$ cat src/rtl/ex_issue_stage_pkg.sv
// Shared definitions for the ID/EX issue stage: ALU/branch funct3 encodings,
// the held-entry record and the storage states.
package ex_issue_stage_pkg;

  localparam int ISSUE_XLEN    = 32;
  localparam int ISSUE_RADDR_W = 5;

  typedef enum logic [2:0] {
    F3_ADD  = 3'b000,
    F3_SLL  = 3'b001,
    F3_SLT  = 3'b010,
    F3_SLTU = 3'b011,
    F3_XOR  = 3'b100,
    F3_SR   = 3'b101,
    F3_OR   = 3'b110,
    F3_AND  = 3'b111
  } alu_f3_e;

  typedef enum logic [2:0] {
    F3_BEQ  = 3'b000,
    F3_BNE  = 3'b001,
    F3_BLT  = 3'b100,
    F3_BGE  = 3'b101,
    F3_BLTU = 3'b110,
    F3_BGEU = 3'b111
  } br_f3_e;

  typedef enum logic [1:0] {
    ST_EMPTY = 2'd0,
    ST_MAIN  = 2'd1,
    ST_FULL  = 2'd2
  } issue_state_e;

  typedef struct packed {
    logic [2:0]               funct3;
    logic                     alt;
    logic                     branch;
    logic                     use_imm;
    logic                     use_pc;
    logic [ISSUE_RADDR_W-1:0] rs1_addr;
    logic [ISSUE_RADDR_W-1:0] rs2_addr;
    logic [ISSUE_XLEN-1:0]    rs1_val;
    logic [ISSUE_XLEN-1:0]    rs2_val;
    logic [ISSUE_XLEN-1:0]    imm;
    logic [ISSUE_XLEN-1:0]    pc;
    logic [ISSUE_RADDR_W-1:0] rd;
  } issue_entry_t;

  // The ALU expects the shift amount and the SLT "greater" side on op1.
  function automatic logic swap_ops(input logic [2:0] f3);
    return (f3 == F3_SLL) || (f3 == F3_SR) || (f3 == F3_SLT) || (f3 == F3_SLTU);
  endfunction

  function automatic logic alt_allowed(input logic [2:0] f3);
    return (f3 == F3_ADD) || (f3 == F3_SR);
  endfunction

endpackage

$ cat src/rtl/ex_issue_stage_fwd_mux.sv
// Write-back forwarding select for one source operand; x0 is never forwarded.
module fwd_mux #(
  parameter int XLEN    = 32,
  parameter int RADDR_W = 5
) (
  input  logic               i_fwd_en,
  input  logic [RADDR_W-1:0] i_fwd_rd,
  input  logic [XLEN-1:0]    i_fwd_data,
  input  logic [RADDR_W-1:0] i_rs_addr,
  input  logic [XLEN-1:0]    i_rs_val,
  output logic [XLEN-1:0]    o_rs_val
);

  logic w_hit;

  assign w_hit    = i_fwd_en && (i_fwd_rd == i_rs_addr) && (i_rs_addr != '0);
  assign o_rs_val = w_hit ? i_fwd_data : i_rs_val;

endmodule

$ cat src/rtl/ex_issue_stage.sv
// ID/EX issue register: two-entry (main + skid) buffer with write-back forwarding
// on incoming and held operands, and operand ordering for the ALU.
module ex_issue_stage
  import ex_issue_stage_pkg::*;
#(
  parameter int XLEN    = ISSUE_XLEN,
  parameter int RADDR_W = ISSUE_RADDR_W
) (
  input  logic               clk,
  input  logic               rst_n,
  input  logic               flush,
  input  logic               in_valid,
  output logic               in_ready,
  input  logic [2:0]         in_funct3,
  input  logic               in_alt,
  input  logic               in_branch,
  input  logic               in_use_imm,
  input  logic               in_use_pc,
  input  logic [RADDR_W-1:0] in_rs1_addr,
  input  logic [RADDR_W-1:0] in_rs2_addr,
  input  logic [XLEN-1:0]    in_rs1_val,
  input  logic [XLEN-1:0]    in_rs2_val,
  input  logic [XLEN-1:0]    in_imm,
  input  logic [XLEN-1:0]    in_pc,
  input  logic [RADDR_W-1:0] in_rd,
  input  logic               fwd_en,
  input  logic [RADDR_W-1:0] fwd_rd,
  input  logic [XLEN-1:0]    fwd_data,
  output logic               out_valid,
  input  logic               out_ready,
  output logic [2:0]         alu_opsel,
  output logic               alu_alt,
  output logic               alu_branch,
  output logic [XLEN-1:0]    alu_op1,
  output logic [XLEN-1:0]    alu_op2,
  output logic [RADDR_W-1:0] out_rd,
  output logic [XLEN-1:0]    out_pc
);

  issue_state_e r_state, w_state_nxt;
  logic         r_in_ready;
  issue_entry_t r_main, r_skid;
  issue_entry_t w_main_nxt, w_skid_nxt;
  issue_entry_t w_in_entry, w_main_fwd, w_skid_fwd;
  logic [XLEN-1:0] w_in_rs1, w_in_rs2, w_main_rs1, w_main_rs2, w_skid_rs1, w_skid_rs2;
  logic [XLEN-1:0] w_a, w_b;
  logic         w_in_xfer, w_out_xfer;

  fwd_mux #(.XLEN(XLEN), .RADDR_W(RADDR_W)) u_fwd_in_rs1 (
    .i_fwd_en(fwd_en), .i_fwd_rd(fwd_rd), .i_fwd_data(fwd_data),
    .i_rs_addr(in_rs1_addr), .i_rs_val(in_rs1_val), .o_rs_val(w_in_rs1));
  fwd_mux #(.XLEN(XLEN), .RADDR_W(RADDR_W)) u_fwd_in_rs2 (
    .i_fwd_en(fwd_en), .i_fwd_rd(fwd_rd), .i_fwd_data(fwd_data),
    .i_rs_addr(in_rs2_addr), .i_rs_val(in_rs2_val), .o_rs_val(w_in_rs2));
  fwd_mux #(.XLEN(XLEN), .RADDR_W(RADDR_W)) u_fwd_main_rs1 (
    .i_fwd_en(fwd_en), .i_fwd_rd(fwd_rd), .i_fwd_data(fwd_data),
    .i_rs_addr(r_main.rs1_addr), .i_rs_val(r_main.rs1_val), .o_rs_val(w_main_rs1));
  fwd_mux #(.XLEN(XLEN), .RADDR_W(RADDR_W)) u_fwd_main_rs2 (
    .i_fwd_en(fwd_en), .i_fwd_rd(fwd_rd), .i_fwd_data(fwd_data),
    .i_rs_addr(r_main.rs2_addr), .i_rs_val(r_main.rs2_val), .o_rs_val(w_main_rs2));
  fwd_mux #(.XLEN(XLEN), .RADDR_W(RADDR_W)) u_fwd_skid_rs1 (
    .i_fwd_en(fwd_en), .i_fwd_rd(fwd_rd), .i_fwd_data(fwd_data),
    .i_rs_addr(r_skid.rs1_addr), .i_rs_val(r_skid.rs1_val), .o_rs_val(w_skid_rs1));
  fwd_mux #(.XLEN(XLEN), .RADDR_W(RADDR_W)) u_fwd_skid_rs2 (
    .i_fwd_en(fwd_en), .i_fwd_rd(fwd_rd), .i_fwd_data(fwd_data),
    .i_rs_addr(r_skid.rs2_addr), .i_rs_val(r_skid.rs2_val), .o_rs_val(w_skid_rs2));

  always_comb begin
    w_in_entry          = '0;
    w_in_entry.funct3   = in_funct3;
    w_in_entry.alt      = in_alt;
    w_in_entry.branch   = in_branch;
    w_in_entry.use_imm  = in_use_imm;
    w_in_entry.use_pc   = in_use_pc;
    w_in_entry.rs1_addr = in_rs1_addr;
    w_in_entry.rs2_addr = in_rs2_addr;
    w_in_entry.rs1_val  = w_in_rs1;
    w_in_entry.rs2_val  = w_in_rs2;
    w_in_entry.imm      = in_imm;
    w_in_entry.pc       = in_pc;
    w_in_entry.rd       = in_rd;

    // Held entries keep absorbing write-backs so a stall never misses one.
    w_main_fwd          = r_main;
    w_main_fwd.rs1_val  = w_main_rs1;
    w_main_fwd.rs2_val  = w_main_rs2;
    w_skid_fwd          = r_skid;
    w_skid_fwd.rs1_val  = w_skid_rs1;
    w_skid_fwd.rs2_val  = w_skid_rs2;
  end

  assign out_valid  = (r_state != ST_EMPTY);
  assign in_ready   = r_in_ready;
  assign w_in_xfer  = in_valid && r_in_ready && !flush;
  assign w_out_xfer = out_valid && out_ready;

  always_comb begin
    w_state_nxt = r_state;
    w_main_nxt  = w_main_fwd;
    w_skid_nxt  = w_skid_fwd;
    if (flush) begin
      w_state_nxt = ST_EMPTY;
    end else begin
      case (r_state)
        ST_EMPTY: begin
          if (w_in_xfer) begin
            w_state_nxt = ST_MAIN;
            w_main_nxt  = w_in_entry;
          end
        end
        ST_MAIN: begin
          if (w_in_xfer && w_out_xfer) begin
            w_main_nxt = w_in_entry;
          end else if (w_in_xfer) begin
            w_state_nxt = ST_FULL;
            w_skid_nxt  = w_in_entry;
          end else if (w_out_xfer) begin
            w_state_nxt = ST_EMPTY;
          end
        end
        ST_FULL: begin
          if (w_out_xfer) begin
            w_state_nxt = ST_MAIN;
            w_main_nxt  = w_skid_fwd;
          end
        end
        default: w_state_nxt = ST_EMPTY;
      endcase
    end
  end

  always_ff @(posedge clk) begin
    if (!rst_n) begin
      r_state    <= ST_EMPTY;
      r_in_ready <= 1'b1;
    end else begin
      r_state    <= w_state_nxt;
      r_in_ready <= (w_state_nxt != ST_FULL);
    end
  end

  always_ff @(posedge clk) begin
    r_main <= w_main_nxt;
    r_skid <= w_skid_nxt;
  end

  // Data outputs are forced to zero whenever no op is presented.
  always_comb begin
    w_a        = r_main.use_pc  ? r_main.pc  : r_main.rs1_val;
    w_b        = r_main.use_imm ? r_main.imm : r_main.rs2_val;
    alu_opsel  = '0;
    alu_alt    = 1'b0;
    alu_branch = 1'b0;
    alu_op1    = '0;
    alu_op2    = '0;
    out_rd     = '0;
    out_pc     = '0;
    if (out_valid) begin
      alu_opsel  = r_main.funct3;
      alu_branch = r_main.branch;
      alu_alt    = r_main.alt && !r_main.branch && alt_allowed(r_main.funct3);
      out_rd     = r_main.rd;
      out_pc     = r_main.pc;
      if (r_main.branch) begin
        alu_op1 = r_main.rs1_val;
        alu_op2 = r_main.rs2_val;
      end else if (swap_ops(r_main.funct3)) begin
        alu_op1 = w_b;
        alu_op2 = w_a;
      end else begin
        alu_op1 = w_a;
        alu_op2 = w_b;
      end
    end
  end

endmodule

$ cat config.mk
export PLATFORM = sky130hd
export DESIGN_NAME = ex_issue_stage
export DESIGN_NICKNAME = d
export VERILOG_FILES = /design/src/rtl/ex_issue_stage_pkg.sv /design/src/rtl/ex_issue_stage_fwd_mux.sv /design/src/rtl/ex_issue_stage.sv
export SDC_FILE = /design/constraint.sdc
export NUM_CORES = 1
export LEC_CHECK = 0
export ABC_AREA = 1
export CAP_MARGIN = 30
export CELL_PAD_IN_SITES_DETAIL_PLACEMENT = 0
export CELL_PAD_IN_SITES_GLOBAL_PLACEMENT = 1
export CORE_ASPECT_RATIO = 1.25
export CORE_MARGIN = 3
export CORE_UTILIZATION = 43
export CTS_BUF_LIST = sky130_fd_sc_hd__clkbuf_2
export CTS_CLUSTER_SIZE = 10
export DETAILED_ROUTE_END_ITERATION = 16
export PLACE_DENSITY = 0.95
export SYNTH_ARGS = -nofsm -noshare
export SYNTH_HDL_FRONTEND = slang
export SYNTH_HIERARCHICAL = 1
export SYNTH_SLANG_ARGS = --single-unit
$ cat constraint.sdc
create_clock -name clk -period 17.7 [get_ports clk]
set_clock_uncertainty 0.05 [all_clocks]
set_input_delay 3.54 -clock clk [delete_from_list [all_inputs] [get_ports clk]]
set_output_delay 3.54 -clock clk [all_outputs]
set_load 0.01 [all_outputs]
After elaboration in Yosys (flattened, before gate mapping)

Cells that the tools add are included.

Multiplexer cells: 35
Reduce and logical (&&, ||, !) cells: 36
Equal/unequal tests: 16
Bitwise logic cells: 2

Operators by type and width:

| cell                 | number |
|---|---|
| $mux W133            | 5 |
| $mux W32             | 15 |
| $mux W150            | 3 |
| $pmux W150 S3        | 1 |
| $eq A5 B5 Y1         | 6 |
| $reduce_bool A5 Y1   | 6 |
| $logic_and A1 B1 Y1  | 18 |
| $mux W2              | 6 |
| $ne A2 B2 Y1 const B | 4 |
| $eq A3 B2 Y1 const B | 2 |
| $pmux W2 S3          | 1 |
| $mux W5              | 1 |
| $reduce_and A5 Y1    | 1 |
| $logic_or A1 B1 Y1   | 4 |
| $reduce_and A4 Y1    | 1 |
| $eq A3 B1 Y1 const B | 1 |
| $eq A3 B3 Y1 const B | 1 |
| $logic_not A3 Y1     | 1 |
| $mux W3              | 1 |
| $reduce_bool A3 Y1   | 1 |
| $eq A2 B1 Y1 const B | 1 |
| $eq A2 B2 Y1 const B | 1 |
| $logic_not A1 Y1     | 2 |
| $logic_not A2 Y1     | 1 |
| other kinds (3)      | 5 |

Input port bits: 193
Logic and storage cells: 115
Output and inout bits: 108
Register bits: 303

Logic depth before layout (Yosys ltp)

Depth in word-level cells: 8
Gate-level depth with buffers: 12
Depth with buffers taken out: 11

Modules after synthesis

The synthesis kept the hierarchy.

By module, submodules not included:

| module         | area each (µm²) | instances | cells an instance |
|---|---|---|---|
| ex_issue_stage | 15441.1         | 1         | 2100 |
| fwd_mux        | 705.7           | 6         | 144 |

Worst setup path before layout

OpenSTA, ideal clock, no wires.

Kind: input -> register
Start: input port in_valid
End: register r_main[0] (netlist name), enable pin
Buffers on the path: 1
Stages: 7
Arrival: 7726 ps
Setup slack: 9393 ps
Cells stage by stage: nand2_1 nor2_4 nand2_1 nand2_1 nand2_1 clkbuf_1 nor2_1

Longest elaborated chain between the ends: 5
Elaborated cells between the ends (all ways): 6
Those cells by class: eq/ne: 2; reduce/logical: 4

RTL lines:

| what                                  | line                  | RTL |
|---|---|---|
| from (decl)                           | ex_issue_stage.sv:12  | `input logic in_valid,` |
| $logic_and A1 B1 Y1 (*) (2 in series) | ex_issue_stage.sv:94  | `assign w_in_xfer = in_valid && r_in_ready && !flush;` |
| $logic_and A1 B1 Y1                   | ex_issue_stage.sv:112 | `if (w_in_xfer && w_out_xfer) begin` |
| $ne A2 B2 Y1 (no line)                | -                     |  |
| $reduce_and A5 Y1 (no line) (*)       | -                     |  |
| to (signal assigned)                  | ex_issue_stage.sv:143 | `r_main <= w_main_nxt;` |
| to (decl)                             | ex_issue_stage.sv:42  | `issue_entry_t r_main, r_skid;` |

Mark *: on every way between the ends. The rest lies on a longest branch, timed or not.
A chain may end at the register's enable or synchronous reset.

Worst setup path after layout

Start: register r_main[149] (netlist name)
End: output port alu_op2[12]

Longest elaborated chain between the ends: 7
Elaborated cells between the ends (all ways): 10
Those cells by class: eq/ne: 4; mux: 3; reduce/logical: 3

RTL lines:

| what                                         | line                     | RTL |
|---|---|---|
| $eq A3 B1 Y1 or $eq A3 B3 Y1 (tied branches) | ex_issue_stage_pkg.sv:51 | `return (f3 == F3_SLL) \|\| (f3 == F3_SR) \|\| (f3 == F3_SLT) \|\| (f3 == F3_SLTU);` |
| $logic_or A1 B1 Y1 (2 in series)             | ex_issue_stage_pkg.sv:51 |  |
| $logic_or A1 B1 Y1 (*)                       | ex_issue_stage_pkg.sv:51 |  |
| $mux W32 (*)                                 | ex_issue_stage.sv:167    | `end else if (swap_ops(r_main.funct3)) begin` |
| $mux W32 (*)                                 | ex_issue_stage.sv:164    | `if (r_main.branch) begin` |
| $mux W32 (*)                                 | ex_issue_stage.sv:158    | `if (out_valid) begin` |
| to (decl)                                    | ex_issue_stage.sv:35     | `output logic [XLEN-1:0] alu_op2,` |

Marked as above.

==> impl_metrics.tcl <==
set metrics [dict create \
    arrival_ns 3.98 \
    avgSynthCellArea_sq_um 6.64 \
    synth-compound-area-share_pct 9.31 \
    setup_viol 0 \
    slowest_delay_ns 0.58 \
    hold_path_class "register to register" \
    setup_tns_ns 0 \
    grt_max_degree 77 \
    slew_viol_final 0 \
    period_share_pct 42.8 \
    antenna_left 0 \
    ys_top_cells_by_area "edfxtp_1 (26%), nand2_1 (22%), dfxtp_1 (13%), nand3_1 (10%), inv_1 (7.3%)" \
    synth_seq_area_share_pct 39.6 \
    num_rows 87 \
    cts-hold-fix-buffers 0 \
    fp.coreArea_sq_mm 0.0452 \
    clock-root-buffer "clkbuf_2" \
    synthTopCellsByCount "nand2_1 (1,147), nand3_1 (392), inv_1 (385)" \
    synth_edf_count 172 \
    p_total_mw 1.78 \
    synth_area_sq_mm 0.0197 \
    grt_usage_pct 29.3 \
    gp_congestion 0.866 \
    min_period_ns 7.57 \
    synth_top_area_cell "edfxtp_1" \
    final.setup.worst_slack_ns 10.13 \
    dp.cells 3677 \
    synth_top_area_share_pct 26.3 \
    synthAdderAreaFrac_pct 0 \
    timing.final.hold_violations 0 \
    cp.required_ns 14.11 \
    hpwl_mm 47.4 \
    start_util_pct 43.6 \
    slowest_stage "buf_4" \
    async_flop_share_pct 0 \
    final_core_util_pct 51.3 \
    synth-simple-area-share_pct 36.9 \
    dr.pass1.iters 9 \
    drt_iter0_drc 2263 \
    drc 0 \
    clk_pin_slew_ns 0.10 \
    synth_top_family_by_area "simple AND/OR/NAND/NOR gates" \
    critPathKind "register to output port" \
    worstPathCellList "inv_1 -> nand2_1 -> o21ai_4 -> buf_4 -> inv_2 -> buf_12 -> nand2_1 -> nand3_1 -> nand2_1 -> inv_1 -> clkdlybuf4s50_1" \
    rsz0062_at_grt "no" \
    grt_pass1_vias 19900 \
    critPathMaxFanout 65 \
    ctsResizeCount 0 \
    areaGrowthSynthToFinish_pct 17.7 \
    critical_path.top_delay_family "buffers and inverters" \
    fmax_mhz 132 \
    syn_nets 3157 \
    grt_overflow 0 \
    synth.distinct_cells 28 \
    ir_drop_mv 0.0495 \
    synth.mux.area_fraction_pct 0 \
    clock_sinks 303 \
    synthCells 2964 \
    wire_per_inst_um 19.1 \
    critPathMostFrequentCell "nand2_1" \
    portBuffers 300 \
    ys.flop_type "edfxtp_1" \
    layout-drive-gt1-share_pct 6.68 \
    yosysMostFrequentCell "nand2_1" \
    die_area_sq_mm 0.0484 \
    p_leak_nw 11.6 \
    ctsHtreeMaxLevel 3 \
    antenna_found_initial 4 \
    ys_warn_count 6 \
    fillers 4474 \
    status "finished clean" \
    critical_path_buf_inv_count 6 \
    cp-start-kind "register" \
    cp-end-kind "output port" \
    synth_xor_area_share_pct 0.267 \
    cts_tree "yes" \
    pin_count 301 \
    vias 20600 \
    ys_ff_latch 303 \
    cap_violations 0 \
    cts_buffer_depth 3 \
    die_x_um 197 \
    cts_made_buffers 81 \
    fin_nets 3376 \
    stdcell_count 3830 \
    post-place-ws_ns 10.52 \
    post_cts_buffers 0 \
    routed_via_density 5.38 \
    worst_pin_slew_ns 1.09 \
    slew-limit-headroom_pct 27.0 \
    grt_first_pass_wirelength_mm 111 \
    die_h_um 245 \
    clkLatencyLatePin_ns 1.08 \
    drt_wl_total_mm 73.0 \
    powerDensity_mw_per_mm2 77.0 \
]
## where the power goes
part	switching (mW)	leakage (nW)	total [mW]	internal (mW)
Clock	0.320	0.567	0.519	0.200
Combinational	0.258	8.34	0.408	0.150
Sequential	0.0399	2.64	0.855	0.815
Total	0.617	11.6	1.78	1.16
## registers in the layout, summed over array words and instances (netlist names)
name      cells
r_main      150
r_skid      150
r_state       2
in_ready      1
## through the flow
| stage | hold slack, ns | cell area [sq um] |
|---|---|---|
| 4_1_cts | 0.454 | 23100 |
| 5_1_grt | 0.487 | 23200 |
| 3_5_place_dp | 0.460 | 22400 |
| 3_3_place_gp | 0.455 | 22300 |
| 2_1_floorplan | 0.450 | 19700 |
| 6_report | 0.468 | 23200 |
## layout by cell type, fill, tap and decap left out, types with 18 or more instances in the layout
cell type           n
nor2_1            121
o21ai_1            52
dfxtp_1           131
inv_1             383
clkdlybuf4s50_1   300
nand2_1          1146
a21oi_1           128
buf_4              18
edfxtp_1          172
clkbuf_2          120
clkinv_1           19
nand3_1           392
nand2_2            20
o21ai_0           170
## layout make-up
| class | instances | area, sq um | share of cell area, % |
|---|---|---|---|
| tap | 578 | 723 | 3.12 |
| antenna | 4 | 10.0 | 0.0432 |
| clock inverter | 28 | 161 | 0.697 |
| inverter | 390 | 1470 | 6.33 |
| clock buffer | 120 | 601 | 2.59 |
| sequential | 303 | 7790 | 33.6 |
| timing repair buffer | 321 | 3210 | 13.9 |
| multi-input combinational | 2086 | 9190 | 39.7 |
## worst paths after layout
kind	slack, ns	from	end	cells after the start
setup / recovery	10.13	r_main[149]	alu_op2[12]	11
hold / removal	0.47	r_skid[49]	r_main[49]	2
setup reg to reg	14.18	r_state[1]	r_skid[113]	7
hold reg to reg	0.47	r_skid[49]	r_main[49]	2
## kinds of logic after synthesis
family / after synthesis
XOR/XNOR: 6
AO/OA/AOI/OAI: 361
buffers and inverters: 575
AND/OR/NAND/NOR: 1719
flip-flops: 303
## metal layers
layer | part of all wire [%] | routed length [um] | GRT usage, %
met5 | 0 | 0 | 0
met4 | 5.2 | 3800 | 16.1
met3 | 8.8 | 6420 | 5.19
met2 | 47 | 34300 | 48.3
met1 | 39 | 28500 | 36.4
## tightest hold or removal path: stages, from the launching register on
cell	delay, ns
edfxtp_1	0.34
nand2_1	0.05
o21ai_0	0.06
(Power assumes the default switching activity.)
